[src/rtl/boss_fire_pkg.sv]
// Shared types and the attack-pattern ROM for the boss fire controller.
package boss_fire_pkg;

    typedef enum logic [1:0] {
        IDLE     = 2'd0,
        COOLDOWN = 2'd1,
        ARM      = 2'd2,
        HOLD     = 2'd3
    } fire_state_t;

    typedef logic [1:0] pattern_t;

    localparam int MAX_ENTRIES = 3;

    localparam logic [1:0] DIR_RIGHT = 2'd0;
    localparam logic [1:0] DIR_LEFT  = 2'd1;
    localparam logic [1:0] DIR_AIM   = 2'd2;

    typedef struct packed {
        logic [2:0] x;
        logic [2:0] y;
        logic [1:0] dir;
    } entry_t;

    function automatic logic [1:0] pattern_count(input pattern_t pat);
        logic [1:0] cnt_v;
        case (pat)
            2'd0:    cnt_v = 2'd1;
            2'd1:    cnt_v = 2'd1;
            2'd2:    cnt_v = 2'd3;
            2'd3:    cnt_v = 2'd2;
            default: cnt_v = 2'd0;
        endcase
        return cnt_v;
    endfunction

    function automatic entry_t pattern_entry(input pattern_t pat, input logic [1:0] idx);
        entry_t ent_v;
        case ({pat, idx})
            4'b00_00: ent_v = '{x: 3'd0, y: 3'd3, dir: DIR_RIGHT};
            4'b01_00: ent_v = '{x: 3'd2, y: 3'd3, dir: DIR_AIM};
            4'b10_00: ent_v = '{x: 3'd2, y: 3'd2, dir: DIR_LEFT};
            4'b10_01: ent_v = '{x: 3'd0, y: 3'd3, dir: DIR_RIGHT};
            4'b10_10: ent_v = '{x: 3'd2, y: 3'd2, dir: DIR_RIGHT};
            4'b11_00: ent_v = '{x: 3'd1, y: 3'd5, dir: DIR_AIM};
            4'b11_01: ent_v = '{x: 3'd3, y: 3'd4, dir: DIR_AIM};
            default:  ent_v = '{x: 3'd0, y: 3'd0, dir: DIR_RIGHT};
        endcase
        return ent_v;
    endfunction

    function automatic logic dir_resolve(input logic [1:0] dir, input logic aim);
        logic neg_v;
        case (dir)
            DIR_LEFT: neg_v = 1'b1;
            DIR_AIM:  neg_v = aim;
            default:  neg_v = 1'b0;
        endcase
        return neg_v;
    endfunction

endpackage

[src/rtl/slot_allocator.sv]
// Assigns each active pattern entry to the lowest-index slot still free.
module slot_allocator
    import boss_fire_pkg::*;
#(
    parameter int NUM_SLOTS = 4
) (
    input  logic [NUM_SLOTS-1:0]                  free,
    input  logic [1:0]                            entry_count,
    output logic [MAX_ENTRIES-1:0][NUM_SLOTS-1:0] slot_assign
);

    logic [NUM_SLOTS-1:0] remaining_s;
    logic                 found_s;
    logic                 take_s;
    logic                 entry_en_s;

    // Priority walk: each entry claims the first remaining free slot.
    always_comb begin
        remaining_s = free;
        slot_assign = '0;
        found_s     = 1'b0;
        take_s      = 1'b0;
        entry_en_s  = 1'b0;
        for (int e = 0; e < MAX_ENTRIES; e++) begin
            entry_en_s = (e < int'(entry_count));
            found_s    = 1'b0;
            for (int s = 0; s < NUM_SLOTS; s++) begin
                take_s            = entry_en_s & remaining_s[s] & ~found_s;
                slot_assign[e][s] = take_s;
                remaining_s[s]    = remaining_s[s] & ~take_s;
                found_s           = found_s | take_s;
            end
        end
    end

endmodule

[src/rtl/boss_fire_controller.sv]
// Frame-paced volley sequencer driving the boss projectile slots.
module boss_fire_controller
    import boss_fire_pkg::*;
#(
    parameter int NUM_SLOTS       = 4,
    parameter int COOLDOWN_FRAMES = 40
) (
    input  logic                   Clk,
    input  logic                   Reset,
    input  logic                   frame_clk,
    input  logic                   enable,
    input  logic [9:0]             boss_x_pos,
    input  logic [9:0]             player_x_pos,
    input  logic [NUM_SLOTS-1:0]   slot_active,
    output logic [NUM_SLOTS-1:0]   shoot,
    output logic [NUM_SLOTS*3-1:0] x_step,
    output logic [NUM_SLOTS*3-1:0] y_step,
    output logic [NUM_SLOTS-1:0]   negative_x,
    output logic [1:0]             pattern,
    output logic                   busy
);

    localparam logic [5:0] CNT_RELOAD = 6'(COOLDOWN_FRAMES - 1);

    logic                                 frame_dly_r;
    logic                                 frame_tick_r;
    fire_state_t                          state_r;
    logic [5:0]                           cnt_r;
    pattern_t                             pattern_r;
    logic [NUM_SLOTS-1:0]                 shoot_r;
    logic [NUM_SLOTS-1:0][2:0]            x_step_r;
    logic [NUM_SLOTS-1:0][2:0]            y_step_r;
    logic [NUM_SLOTS-1:0]                 neg_r;
    logic                                 busy_r;

    logic [NUM_SLOTS-1:0]                 free_s;
    logic                                 aim_s;
    logic [1:0]                           entry_count_s;
    logic [MAX_ENTRIES-1:0][NUM_SLOTS-1:0] slot_assign_s;
    logic [NUM_SLOTS-1:0]                 fire_mask_s;
    entry_t [MAX_ENTRIES-1:0]             entry_s;

    assign free_s        = ~slot_active;
    assign aim_s         = (player_x_pos < boss_x_pos);
    assign entry_count_s = pattern_count(pattern_r);

    slot_allocator #(.NUM_SLOTS(NUM_SLOTS)) u_alloc (
        .free        (free_s),
        .entry_count (entry_count_s),
        .slot_assign (slot_assign_s)
    );

    // Current pattern's entries and the union of slots they claim.
    always_comb begin
        fire_mask_s = '0;
        for (int e = 0; e < MAX_ENTRIES; e++) begin
            entry_s[e]  = pattern_entry(pattern_r, 2'(e));
            fire_mask_s = fire_mask_s | slot_assign_s[e];
        end
    end

    // Rising-edge detect of frame_clk, same form the projectiles use so both see one tick cycle.
    always_ff @(posedge Clk) begin
        if (Reset) begin
            frame_dly_r  <= 1'b0;
            frame_tick_r <= 1'b0;
        end else begin
            frame_dly_r  <= frame_clk;
            frame_tick_r <= frame_clk & ~frame_dly_r;
        end
    end

    // Volley FSM; enable low overrides any tick so an enable drop in HOLD never advances pattern.
    always_ff @(posedge Clk) begin
        if (Reset) begin
            state_r   <= IDLE;
            cnt_r     <= 6'd0;
            pattern_r <= 2'd0;
            shoot_r   <= '0;
            x_step_r  <= '0;
            y_step_r  <= '0;
            neg_r     <= '0;
            busy_r    <= 1'b0;
        end else if (!enable) begin
            state_r <= IDLE;
            shoot_r <= '0;
            busy_r  <= 1'b0;
        end else if (frame_tick_r) begin
            case (state_r)
                IDLE: begin
                    cnt_r   <= CNT_RELOAD;
                    state_r <= COOLDOWN;
                    busy_r  <= 1'b0;
                end
                COOLDOWN: begin
                    if (cnt_r == 6'd0) begin
                        state_r <= ARM;
                        busy_r  <= 1'b1;
                    end else begin
                        cnt_r <= cnt_r - 6'd1;
                    end
                end
                ARM: begin
                    if (|free_s) begin
                        shoot_r <= fire_mask_s;
                        state_r <= HOLD;
                        for (int s = 0; s < NUM_SLOTS; s++) begin
                            for (int e = 0; e < MAX_ENTRIES; e++) begin
                                if (slot_assign_s[e][s]) begin
                                    x_step_r[s] <= entry_s[e].x;
                                    y_step_r[s] <= entry_s[e].y;
                                    neg_r[s]    <= dir_resolve(entry_s[e].dir, aim_s);
                                end
                            end
                        end
                    end
                end
                HOLD: begin
                    shoot_r   <= '0;
                    pattern_r <= pattern_r + 2'd1;
                    cnt_r     <= CNT_RELOAD;
                    state_r   <= COOLDOWN;
                    busy_r    <= 1'b0;
                end
                default: begin
                    state_r <= IDLE;
                    shoot_r <= '0;
                    busy_r  <= 1'b0;
                end
            endcase
        end
    end

    assign shoot      = shoot_r;
    assign x_step     = x_step_r;
    assign y_step     = y_step_r;
    assign negative_x = neg_r;
    assign pattern    = pattern_r;
    assign busy       = busy_r;

endmodule

[config.mk]
export PLATFORM = sky130hd
export DESIGN_NAME = boss_fire_controller
export DESIGN_NICKNAME = d
export VERILOG_FILES = /design/src/rtl/boss_fire_pkg.sv /design/src/rtl/slot_allocator.sv /design/src/rtl/boss_fire_controller.sv
export SDC_FILE = /design/constraint.sdc
export NUM_CORES = 1
export LEC_CHECK = 0
export BUFFER_PORTS_ARGS = -buffer_cell sky130_fd_sc_hd__buf_2
export CELL_PAD_IN_SITES_DETAIL_PLACEMENT = 2
export CELL_PAD_IN_SITES_GLOBAL_PLACEMENT = 2
export CORE_MARGIN = 4
export CORE_UTILIZATION = 31
export DETAILED_ROUTE_END_ITERATION = 8
export GPL_TIMING_DRIVEN = 0
export PLACE_DENSITY = 0.95
export SYNTH_ARGS = -nofsm -noshare
export SYNTH_HDL_FRONTEND = slang
export SYNTH_SLANG_ARGS = --single-unit
[constraint.sdc]
create_clock -name Clk -period 5.53 [get_ports Clk]
set_clock_uncertainty 0.15 [all_clocks]
set_input_delay 0.2765 -clock Clk [delete_from_list [all_inputs] [get_ports Clk]]
set_output_delay 0.2765 -clock Clk [all_outputs]
set_load 0.02 [all_outputs]
After elaboration in Yosys (flattened, before gate mapping)
Index checks and enable logic that the tools add are counted.
{ "totals": {"register_bits": 45} }
{ "classes": {"addsub": 2, "order_cmp": 4, "eq_ne": 15, "mux": 52, "n_bitwise": 56, "reduce_logical": 22} }
{ "op_table": {"columns": ["op", "count"], "rows": [
  ["$mux 3", 24],
  ["$pmux 8 s4", 1],
  ["$and 1x1->1", 30],
  ["$reduce_and 5->1", 4],
  ["$not 1->1", 17],
  ["$eq 2x2->1 const B", 7],
  ["$pmux 7 s2", 1],
  ["$mux 1", 13],
  ["$pmux 2 s3", 2],
  ["$pmux 6 s2", 1],
  ["$reduce_and 3->1", 4],
  ["$reduce_bool 3->1", 4],
  ["$eq 2x1->1 const B", 5],
  ["$lt 10x10->1", 1],
  ["$or 4x4->4", 2],
  ["$pmux 1 s2", 4],
  ["$pmux 4 s2", 1],
  ["$mux 7", 1],
  ["$logic_not 6->1", 1],
  ["$mux 6", 1],
  ["$ne 2x2->1 const B", 3],
  ["$or 1x1->1", 6],
  ["$reduce_or 2->1", 3],
  ["$sub 6x1->6 const B", 1],
  ["other kinds (10)", 14]
]} }

Depth between registers and ports, before layout
Gate-level depths: netlist of run 1.
{ "logic_depth": {"depth_word": 24, "depth_mapped": 8, "mapped_depth_nobuf": 8} }

By module
Synthesis of run 1 repeated with hierarchy kept, for this count alone.
{ "unflattened": {"hier_cells": 303, "hier_area_um2": 2336.0} }
{ "by_module_without_submodules": {"columns": ["module", "n_inst", "cells_per_inst", "area_each_um2", "seq_area_each_um2"], "rows": [
  ["boss_fire_controller", 1, 276, 2149.6, 740.7],
  ["slot_allocator", 1, 27, 186.4, 0.0]
]} }

Worst setup path before layout of run 1
OpenSTA, ideal clock, no wires.
{ "synth_path": {"path_type": "register -> register", "startpoint": "register pattern_r[0], in the netlist pattern[0]", "endpoint": "register neg_r[1], in the netlist negative_x[1]", "setup_time_ns": 0.146, "arrival_time_ns": 1.874, "required_ns": 5.234, "slack_ns": 3.360, "stages_incl_launch_ff": 8, "path_buffers": 1, "synth_period_minus_slack_ns": 2.170, "cell_sequence": "dfxtp_1 inv_1 ha_1 clkbuf_1 o21ai_1 mux2_1 a32oi_1 a211oi_1"} }
{ "synth_via": {"elab_chain_len": 17, "elab_cells_between_ends": 40} }
{ "synth_lines": {"columns": ["element", "line", "rtl"], "rows": [
  ["start: declaration", "boss_fire_controller.sv:29", "pattern_t pattern_r;"],
  ["start signal: assignment", "boss_fire_controller.sv:120", "pattern_r <= pattern_r + 2'd1;"],
  ["$eq 2x1->1 / $logic_not 2->1 (equally long branches)", "boss_fire_pkg.sv:27, boss_fire_pkg.sv:39", null],
  ["$reduce_or 2->1 (no line)", null, null],
  ["$pmux 2 s3", "boss_fire_pkg.sv:27", "case (pat)"],
  ["$lt 1x2->1", "slot_allocator.sv:25", "entry_en_s = (e < int'(entry_count));"],
  ["$and 1x1->1", "slot_allocator.sv:28", "take_s = entry_en_s & remaining_s[s] & ~found_s;"],
  ["$not 1->1", "slot_allocator.sv:28, slot_allocator.sv:30", null],
  ["$and 1x1->1", "slot_allocator.sv:28", null],
  ["$not 1->1", "slot_allocator.sv:30", "remaining_s[s] = remaining_s[s] & ~take_s;"],
  ["$and 1x1->1", "slot_allocator.sv:30", null],
  ["$and 1x1->1 (2 in a row)", "slot_allocator.sv:28", null],
  ["$not 1->1", "slot_allocator.sv:30", null],
  ["$and 1x1->1", "slot_allocator.sv:30", null],
  ["$and 1x1->1 (2 in a row)", "slot_allocator.sv:28", null],
  ["$reduce_bool 3->1 (no line)", null, null],
  ["$reduce_and 5->1 (no line)", null, null],
  ["end signal: indexed assignment", "boss_fire_controller.sv:112", "neg_r[s] <= dir_resolve(entry_s[e].dir, aim_s);"],
  ["end: declaration", "boss_fire_controller.sv:33", "logic [NUM_SLOTS-1:0] neg_r;"]
]} }
Parallel ways exist; a longest one is shown, timed or not. The select of a mux whose other input is x is not followed.
A chain may end at the register's enable or synchronous reset.

Worst setup path after layout of run 1
{ "layout_path": {"startpoint": "register pattern_r[0], in the netlist pattern[0]", "endpoint": "register y_step_r (netlist bit y_step[10])"} }
{ "layout_via": {"elab_chain_len": 23, "elab_cells_between_ends": 67} }
{ "layout_lines": {"columns": ["element", "line", "rtl"], "rows": [
  ["$eq 2x1->1 / $logic_not 2->1 (equally long branches)", "boss_fire_pkg.sv:27, boss_fire_pkg.sv:39", null],
  ["$reduce_or 2->1 (no line)", null, null],
  ["$pmux 2 s3", "boss_fire_pkg.sv:27", null],
  ["$lt 1x2->1", "slot_allocator.sv:25", null],
  ["$and 1x1->1", "slot_allocator.sv:28", null],
  ["$not 1->1", "slot_allocator.sv:28, slot_allocator.sv:30", null],
  ["$and 1x1->1", "slot_allocator.sv:28", null],
  ["$or 1x1->1 / $not 1->1 (equally long branches)", "slot_allocator.sv:31, slot_allocator.sv:30", null],
  ["(+7 left out)", null, null],
  ["$and 1x1->1 (tied with other cells)", "slot_allocator.sv:28", null],
  ["$and 1x1->1 / $not 1->1 (equally long branches)", "slot_allocator.sv:28", null],
  ["$not 1->1 / $and 1x1->1 (equally long branches)", "slot_allocator.sv:30, slot_allocator.sv:28", null],
  ["$and 1x1->1 / $or 1x1->1 (equally long branches)", "slot_allocator.sv:30, slot_allocator.sv:31", null],
  ["$and 1x1->1 / $not 1->1 (equally long branches)", "slot_allocator.sv:28", null],
  ["$and 1x1->1", "slot_allocator.sv:28", null],
  ["$reduce_bool 3->1 (no line)", null, null],
  ["$reduce_and 5->1 (no line)", null, null],
  ["end signal: indexed assignment", "boss_fire_controller.sv:111", "y_step_r[s] <= entry_s[e].y;"],
  ["end: declaration", "boss_fire_controller.sv:32", "logic [NUM_SLOTS-1:0][2:0] y_step_r;"]
]} }
Parallel ways exist; a longest one is shown, timed or not. The select of a mux whose other input is x is not followed.

==> flow_metrics.py, run 1 <==
metrics = {
    "worst_setup_path": {
        "r2r_end": "y_step[10]",
        "cp-end-kind": "register",
        "critical_path.max_stage_delay_ns": 0.42,
        "critPathCapture": "y_step[10]",
        "crit_arrival_ns": 2.74,
        "r2r_cells": 8,
        "start_kind": "register",
        "critPathMaxFanout": 10,
        "rr_startpoint": "pattern[0]",
        "required_ns": 5.57,
        "crit_slowest_cell": "dfxtp_1",
        "crit_chain": "inv_1 -> ha_1 -> clkbuf_1 -> o31ai_1 -> a31o_1 -> nor2_2 -> nor2_1 -> a211oi_1",
        "crit_start": "pattern[0]",
        "rrSetupSlack_ns": 2.84,
        "path_class": "reg2reg",
    },
    "power": {
        "p_per_area_mw_per_mm2": 209,
        "p_leak_nw": 1.15,
        "peakVddDrop_mv": 0.0762,
    },
    "synth": {
        "synth_cells": 254,
        "syn_area_mm2": 0.00211,
        "synth_most_common_cell": "dfxtp_1",
        "synth_compound_area_share_pct": 19.1,
        "post-synth-top-area-cell": "dfxtp_1",
        "yosysSeqAreaShare_pct": 35.2,
        "synth_edf_count": 0,
        "muxShareOfSynthArea_pct": 4.33,
        "synth_top_family_by_area": "simple AND/OR/NAND/NOR gates",
        "avgSynthCellArea_um2": 8.30,
        "synth_xor_area_share_pct": 2.91,
        "synth_area_leaders": "dfxtp_1, ha_1, nor2_1, a21oi_1, a211oi_1",
        "synth-main-ff-cell": "dfxtp_1",
        "synthAdderAreaFrac_pct": 10.6,
        "ys_ff_latch": 37,
        "synthSimpleGateAreaFrac_pct": 19.7,
        "synth_top_area_share_pct": 35.2,
        "yosysWarnings": 0,
        "synth_cell_types": 44,
        "synth_commonest_cells": "dfxtp_1, nor2_1, a21oi_1",
        "async_reset_ff_share_pct": 0,
    },
    "hold_path": {
        "worstHoldStart": "Reset",
        "min_path_type": "in2reg",
    },
    "placement": {
        "dp_hpwl_mm": 5.56,
        "placed_cell_area_mm2": 0.00250,
        "port_buffers": 57,
        "dp.cells": 391,
        "place_congestion": 0.769,
    },
    "clocking": {
        "tritoncts": "built",
        "cts.sinks": 37,
        "cts_hold_buf": 0,
        "cts_root_buffer": "clkbuf_8",
        "clock_latency_ns": 0.30,
        "numCtsBuffers": 5,
        "h-tree-depth": 2,
        "post_cts.repair.setup_buffers": 0,
        "cts_max_path_buffers": 2,
        "cts.clk_slew.worst_paths_ns": 0.08,
        "post_cts_resized": 0,
    },
    "floorplan": {
        "core_mm2": 0.00646,
        "dieHeight_um": 90.4,
        "initial_utilization_pct": 32.6,
        "rows": 29,
        "die_area_mm2": 0.00818,
        "io_pins": 63,
        "die_w_um": 90.4,
    },
    "routing": {
        "drc_errors": 0,
        "firstDrtPassIters": 4,
        "drt.antenna.violating_nets": 0,
        "finalWirelength_mm": 7.80,
        "viasPerCell": 5.47,
        "routed-via-count": 2181,
        "wl_per_cell_um": 19.6,
        "drt_iter0_drc": 83,
    },
    "sta": {
        "finalCriticalPeriod_ns": 2.69,
        "maxSlewHeadroom_pct": 51.7,
        "worst_pin_slew_ns": 0.715,
        "hold_violations": 0,
        "period_share_pct": 48.7,
        "max_freq_ghz": 0.371,
        "rsz0062_at_grt": "false",
        "finalSetupViolations": 0,
        "tns_ns": 0,
        "drv_slew": 0,
    },
    "global_route": {
        "grtUsageTotal_pct": 19.2,
        "grt_pass1_wl_mm": 12.6,
        "antenna_found_initial": 0,
        "grt_max_degree": 13,
        "grt_pass1_vias": 2341,
        "overflow": 0,
    },
    "job": {
        "cap_violations": 0,
    },
    "layout": {
        "syn2layout_area_growth_pct": 22.7,
        "final_layout_size_suffix_gt1_share_pct": 25.5,
        "diodes": 0,
        "nets": 366,
        "fin_cells": 399,
        "fillCellCount": 756,
        "final_area_mm2": 0.00259,
    },
    "status": {
        "outcome": "completed",
    },
}
[metal layers]
metal  wire (um)  vias to the layer above  global-route usage (%)
met5           0                        -                       0
met4         257                        0                    9.82
met3         297                       23                    3.58
met2        3830                       69                    32.0
met1        3420                     1077                    23.4
li1            -                     1012                       -
[logic make-up after synthesis]
logic type / after synthesis
AO/OA/AOI/OAI: 60
XOR/XNOR: 7
adder cells (fa/ha/maj): 18
buffers and inverters: 36
flip-flops: 37
multiplexers: 9
other: 1
AND/OR/NAND/NOR: 86
[cell usage in the layout (no fill, tap or decap), drive strengths merged, types with 11 or more instances in the layout]
cell | synthesis | final
buf | 11 | 68
dfxtp | 37 | 37
nor2 | 35 | 35
a21oi | 20 | 20
inv | 19 | 19
ha | 17 | 17
nand2 | 14 | 14
o21ai | 13 | 13
a211oi | 12 | 12
clkbuf | 6 | 11
[worst min-delay path by stage]
stage                   end  slack (ns)  depth (start not counted)
4_1_cts         frame_dly_r        0.07                          2
6_report        frame_dly_r        0.08                          2
3_5_place_dp   frame_tick_r        0.24                          1
5_1_grt         frame_dly_r        0.08                          2
2_1_floorplan   frame_dly_r        0.21                          1
3_3_place_gp   frame_tick_r        0.22                          1
[per-stage QoR]
step,power (mW),setup slack (ns),hold WS [ns],utilization [%]
floorplan,0.325,3.36,0.206,-
global placement,0.345,3.13,0.221,38.7
detailed placement,0.351,3.02,0.244,38.7
CTS,0.544,2.86,0.0743,40.0
global route,0.563,2.70,0.0813,40.0
finish,0.540,2.84,0.0811,40.0
[worst max-delay path, delay by kind of cell (launching register included)]
kind	cells	cell delay, ns
AO/OA/AOI/OAI	3	0.69
buffers and inverters	2	0.59
AND/OR/NAND/NOR	2	0.51
flip-flops	1	0.42
adder cells (fa/ha/maj)	1	0.21
[final cells by class]
class | instances | area (um^2) | area share, %
buffer | 17 | 100 | 3.87
clock buffer | 5 | 68.8 | 2.66
clock inverter | 3 | 17.5 | 0.677
inverter | 19 | 71.3 | 2.76
multi-input combinational | 184 | 1210 | 46.6
sequential | 37 | 741 | 28.6
tap | 77 | 96.3 | 3.73
timing repair buffer | 57 | 285 | 11.0
[flip-flops by register name (all words and copies together), names as in the netlist]
| name | flops |
|---|---|
| busy | 1 |
| cnt_r | 6 |
| frame_dly_r | 1 |
| frame_tick_r | 1 |
| negative_x | 4 |
| pattern | 2 |
| shoot | 4 |
| state_r | 2 |
| x_step | 8 |
| y_step | 8 |
[report_power, final]
group	internal (mW)	leakage [nW]	total [mW]	switching, mW
logic	0.0277	0.806	0.0728	0.0451
clock network	0.0871	0.0439	0.192	0.105
registers	0.270	0.299	0.275	0.00457
Note: power is estimated with default switching activity, not from simulation.
==> inputs of run 2 (changes only) <==
Settings changed: ABC_AREA set to 1, CORE_UTILIZATION 31 to 28, PLACE_DENSITY 0.95 to 0.91.
Clock period 5.53 ns to 2.8 ns, I/O delays scaled along.
==> run 2 against run 1 <==
Net effect:
- die area grew 11%
- setup slack lost 2.4 ns
- power grew 120%
- global-route usage shrank 1.8 points
- sequential cell count is the same
- combinational power grew 87%
- clock power grew to 2.6 times the previous value
- synthesized cell count grew 16%
- critical path type unchanged
- largest cell class unchanged
- largest power group unchanged
- highest routed layer unchanged
==> flow_metrics.py, run 2 <==
metrics = {
    "synth": {
        "synth_most_common_cell": "nand2_1",
        "post-synth-top-area-cell": "dfxtp_1",
        "synth_cells": 295,
        "yosysWarnings": 0,
        "synth_commonest_cells": "nand2_1, inv_1, dfxtp_1",
        "synth_cell_types": 34,
        "synth_edf_count": 0,
        "avgSynthCellArea_um2": 7.21,
        "syn_area_mm2": 0.00213,
        "synth-main-ff-cell": "dfxtp_1",
        "synth_top_area_share_pct": 34.8,
        "ys_ff_latch": 37,
        "async_reset_ff_share_pct": 0,
        "synth_area_leaders": "dfxtp_1, ha_1, nand2_1, inv_1, a21oi_1",
        "yosysSeqAreaShare_pct": 34.8,
    },
    "worst_setup_path": {
        "crit_slowest_cell": "ha_1",
        "path_buf_inv": 2,
        "crit_family": "compound AO/OA/AOI/OAI gates",
        "critPathMaxFanout": 10,
        "crit_start": "pattern[0]",
        "rr_startpoint": "pattern[0]",
        "crit_chain": "inv_1 -> ha_1 -> nor2_2 -> a21oi_1 -> inv_1 -> nor2_2 -> o21ai_0 -> a21oi_1 -> nor2_1",
        "required_ns": 2.83,
        "cp-end-kind": "register",
        "critical_path.max_stage_delay_ns": 0.37,
        "path_class": "reg2reg",
        "start_kind": "register",
        "crit_arrival_ns": 2.40,
    },
    "layout": {
        "final_cell_mix": "buf_2, nand2_1, inv_1",
        "final_layout_size_suffix_gt1_share_pct": 26.6,
        "syn2layout_area_growth_pct": 25.7,
        "diodes": 0,
        "final_area_mm2": 0.00267,
        "layout_commonest_cell": "buf_2",
        "fin_cells": 463,
        "nets": 408,
        "fillCellCount": 903,
    },
    "sta": {
        "hold_violations": 0,
        "worst_pin_slew_ns": 0.573,
        "drv_slew": 0,
        "period_share_pct": 84.7,
        "maxSlewHeadroom_pct": 61.8,
        "rsz0062_at_grt": "false",
        "max_freq_ghz": 0.422,
        "finalSetupViolations": 0,
        "tns_ns": 0,
        "finalCriticalPeriod_ns": 2.37,
    },
    "power": {
        "p_int_mw": 0.875,
        "pwr-share-clk_pct": 42.1,
        "pwr-share-seq_pct": 46.3,
        "swShare_pct": 25.0,
        "pwr-share-comb_pct": 11.6,
        "p_per_area_mw_per_mm2": 437,
        "p_leak_nw": 1.37,
        "switching_power_mw": 0.292,
        "peakVddDrop_mv": 0.181,
    },
    "hold_path": {
        "min_path_type": "in2reg",
        "worstHoldStart": "slot_active[1]",
    },
    "global_route": {
        "grt_pass1_wl_mm": 12.2,
        "grtUsageTotal_pct": 17.4,
        "grt_pass1_vias": 2437,
        "antenna_found_initial": 0,
        "grt_max_degree": 12,
        "overflow": 0,
    },
    "clocking": {
        "cts.clk_slew.worst_paths_ns": 0.08,
        "cts_root_buffer": "clkbuf_8",
        "numCtsBuffers": 5,
        "h-tree-depth": 2,
        "post_cts.repair.setup_buffers": 0,
        "cts.sinks": 37,
        "cts_max_path_buffers": 2,
        "clock_latency_ns": 0.29,
        "tritoncts": "built",
    },
    "placement": {
        "place_congestion": 0.835,
        "dp.cells": 454,
        "port_buffers": 57,
        "dp_hpwl_mm": 5.83,
        "placed_cell_area_mm2": 0.00255,
    },
    "job": {
        "cap_violations": 0,
    },
    "floorplan": {
        "initial_utilization_pct": 29.0,
        "die_area_mm2": 0.00905,
        "rows": 31,
        "dieHeight_um": 95.1,
        "core_mm2": 0.00733,
        "io_pins": 63,
        "die_w_um": 95.1,
    },
    "routing": {
        "drt.antenna.violating_nets": 0,
        "finalWirelength_mm": 7.53,
        "viasPerCell": 4.82,
        "routed-via-count": 2231,
        "drt_iter0_drc": 90,
        "wl_per_cell_um": 16.3,
        "firstDrtPassIters": 4,
        "drc_errors": 0,
    },
    "status": {
        "outcome": "completed",
    },
}
-- run 2: logic make-up after synthesis --
logic type / count (synthesis) / synth area share (%)
AOI/OAI and AO/OA: 62 / 16.7
xor gates and xnor gates: 1 / 0.412
adders and majority gates: 17 / 10.0
buffers and inverters: 59 / 11.9
DFF: 37 / 34.8
other: 1 / 0.176
and+or+nand+nor: 118 / 26.0
-- run 2: final timing paths --
path	endpoint	slack, ns	depth (start not counted)
worst max-delay path	negative_x[1]	0.43	9
worst min-delay path	shoot[1]	0.04	4
worst max register to register	negative_x[1]	0.43	9
worst min register to register	frame_tick_r	0.25	1
-- run 2: worst min-delay path, stage by stage --
cell and delay (ns):
buf_2 0.12, a21oi_1 0.07, nand2_1 0.06, a21oi_1 0.05
-- run 2: power groups by stage --
| stage | sequential, mW | combinational [mW] | clock [mW] |
|---|---|---|---|
| after global routing | 0.542 | 0.153 | 0.526 |
| final | 0.540 | 0.136 | 0.491 |
| after floorplan | 0.551 | 0.0843 | 0 |
| after CTS | 0.540 | 0.137 | 0.500 |
| after detailed placement | 0.552 | 0.133 | 0 |
| after global placement | 0.551 | 0.122 | 0 |
-- run 2: per-layer routing --
metal,up-vias,part of all wire (%),global-route usage [%]
met5,-,0,0
met4,0,1.7,5.05
met3,11,3.5,3.39
met2,50,52,31.4
met1,1087,43,20.6
li1,1083,-,-
-- run 2: through the flow --
step	utilization (%)	total power, mW	worst slack, ns	hold slack (ns)
after floorplan	-	0.635	0.770	0.115
after global placement	34.7	0.674	0.675	0.206
after detailed placement	34.7	0.685	0.574	0.219
after CTS	36.5	1.18	0.467	0.0420
after global routing	36.5	1.22	0.341	0.0572
final	36.5	1.17	0.429	0.0384
-- run 2: cell type report --
| type | count | area (um^2) | share of cell area, % |
|---|---|---|---|
| clock inverters | 1 | 30.0 | 1.12 |
| inverters | 48 | 180 | 6.74 |
| flip-flops and latches | 37 | 741 | 27.7 |
| clock buffers | 7 | 86.3 | 3.23 |
| repair buffers | 58 | 295 | 11.0 |
| well taps | 99 | 124 | 4.63 |
| multi-input cells | 202 | 1140 | 42.8 |
| plain buffers | 11 | 72.6 | 2.72 |
-- run 2: timing repair --
item                                   CTS  global route
hold buffers                             1             0
gates resized for setup                  0             0
endpoints found under the hold margin    2             0
==> inputs of run 3 (changes only) <==
Clock period 2.8 ns to 2.2 ns, I/O delays scaled along.
==> run 3 against run 2 <==
Net effect:
- sequential cell count unchanged
- count of clock-buffer cells in the layout did not move
- non-clock buffer count stayed put
- setup slack worse by 0.31 ns
- critical path type unchanged
- largest cell class unchanged
==> flow_metrics.py, run 3 (synthesized netlist as in run 2, its figures left out) <==
metrics = {
    "power": {
        "pwr-share-comb_pct": 11.6,
        "peakVddDrop_mv": 0.231,
        "p_per_area_mw_per_mm2": 552,
        "pwr-share-seq_pct": 46.2,
        "switching_power_mw": 0.373,
        "p_int_mw": 1.11,
        "swShare_pct": 25.1,
        "p_total_mw": 1.49,
        "p_leak_nw": 1.37,
        "pwr-share-clk_pct": 42.1,
    },
    "global_route": {
        "overflow": 0,
        "grt_pass1_vias": 2438,
        "antenna_found_initial": 0,
        "grt_max_degree": 12,
        "grtUsageTotal_pct": 17.4,
        "grt_pass1_wl_mm": 12.2,
    },
    "routing": {
        "finalWirelength_mm": 7.53,
        "firstDrtPassIters": 4,
        "wl_per_cell_um": 16.3,
        "routed-via-count": 2223,
        "drt.antenna.violating_nets": 0,
        "drc_errors": 0,
        "viasPerCell": 4.80,
        "drt_iter0_drc": 127,
    },
    "layout": {
        "final_cell_mix": "buf_2, nand2_1, inv_1",
        "layout_commonest_cell": "buf_2",
        "final_layout_size_suffix_gt1_share_pct": 27.7,
        "syn2layout_area_growth_pct": 26.8,
        "fin_util_pct": 36.8,
        "nets": 408,
        "fillCellCount": 904,
        "diodes": 0,
    },
    "sta": {
        "max_freq_ghz": 0.480,
        "finalSetupViolations": 0,
        "rsz0062_at_grt": "false",
        "maxSlewHeadroom_pct": 63.8,
        "hold_violations": 0,
        "finalCriticalPeriod_ns": 2.08,
        "drv_slew": 0,
        "period_share_pct": 94.6,
        "worst_pin_slew_ns": 0.543,
    },
    "worst_setup_path": {
        "crit_slowest_cell": "dfxtp_2",
        "crit_family": "compound AO/OA/AOI/OAI gates",
        "path_class": "reg2reg",
        "crit_arrival_ns": 2.12,
        "cp-end-kind": "register",
        "critPathMaxFanout": 10,
        "path_buf_inv": 2,
        "required_ns": 2.23,
        "critical_path.max_stage_delay_ns": 0.35,
        "crit_chain": "inv_1 -> ha_4 -> nor2_2 -> a21oi_1 -> inv_1 -> nor2_4 -> o21ai_0 -> a21oi_1 -> nor2_1",
        "start_kind": "register",
    },
    "job": {
        "cap_violations": 0,
    },
    "clocking": {
        "post_cts.repair.setup_buffers": 0,
        "clock_latency_ns": 0.30,
        "cts_max_path_buffers": 2,
        "tritoncts": "built",
        "numCtsBuffers": 5,
        "cts.clk_slew.worst_paths_ns": 0.08,
        "h-tree-depth": 2,
        "cts.sinks": 37,
        "cts_root_buffer": "clkbuf_8",
    },
    "floorplan": {
        "dieHeight_um": 95.1,
        "die_area_mm2": 0.00905,
        "initial_utilization_pct": 29.0,
        "io_pins": 63,
        "die_w_um": 95.1,
        "rows": 31,
        "core_mm2": 0.00733,
    },
    "placement": {
        "dp_hpwl_mm": 5.83,
        "port_buffers": 57,
        "place_congestion": 0.835,
    },
    "status": {
        "outcome": "completed",
    },
    "hold_path": {
        "min_path_type": "in2reg",
    },
}
-- run 3: cell counts in the layout (fill, tap and decap cells not counted) --
No cell type changed its count.
-- run 3: routing by layer --
layer	part of all wire, %	routed length, um	track usage (%)	up-vias
met5	0	0	0	-
li1	-	-	-	1082
met3	3.7	278	3.39	15
met4	2.1	159	5.05	0
met2	51	3840	31.4	55
met1	43	3250	20.6	1071
-- run 3: worst paths after layout --
check            startpoint       endpoint  slack (ns)  depth (start not counted)
max              pattern[0]  negative_x[1]        0.12                          9
min          slot_active[1]       shoot[1]        0.01                          4
max reg2reg      pattern[0]  negative_x[1]        0.12                          9
min reg2reg     frame_dly_r   frame_tick_r        0.25                          1
-- run 3: cell type report --
cell class,instances,area [um^2],share of cell area (%)
timing repair buffer,58,295,11.0
inverter,48,180,6.69
clock inverter,1,30.0,1.11
multi-input combinational,202,1160,43.2
clock buffer,7,86.3,3.20
sequential,37,743,27.6
buffer,11,72.6,2.69
tap,99,124,4.60
-- run 3: stage by stage --
| stage | std cells | setup TNS [ns] | hold WS [ns] | setup slack (ns) | instance area (um^2) |
|---|---|---|---|---|---|
| floorplan | 298 | 0 | 0.0846 | 0.170 | 2140 |
| global placement | 454 | 0 | 0.176 | 0.0753 | 2550 |
| detailed placement | 454 | -0.0264 | 0.189 | -0.0264 | 2550 |
| CTS | 463 | 0 | 0.0120 | 0.0750 | 2680 |
| global route | 463 | 0 | 0.0272 | 0.00342 | 2700 |
| finish | 463 | 0 | 0.00962 | 0.118 | 2700 |
-- run 3: power by group through the flow --
stage | logic [mW] | clock network [mW] | registers [mW]
2_1_floorplan | 0.107 | 0 | 0.701
3_3_place_gp | 0.156 | 0 | 0.702
3_5_place_dp | 0.169 | 0 | 0.703
4_1_cts | 0.175 | 0.636 | 0.688
5_1_grt | 0.195 | 0.670 | 0.689
6_report | 0.173 | 0.627 | 0.688
-- run 3: worst min-delay path: stages --
cell and delay, ns:
buf_2 0.12, a21oi_1 0.07, nand2_1 0.07, a21oi_1 0.05
-- run 3: what timing repair did --
| item | CTS | global route |
|---|---|---|
| hold buffers | 1 | 0 |
| endpoints found under the hold margin | 2 | 0 |
| pin swaps | 1 | 0 |
| gates resized for setup | 2 | 4 |
| setup endpoints to repair | 5 | 11 |
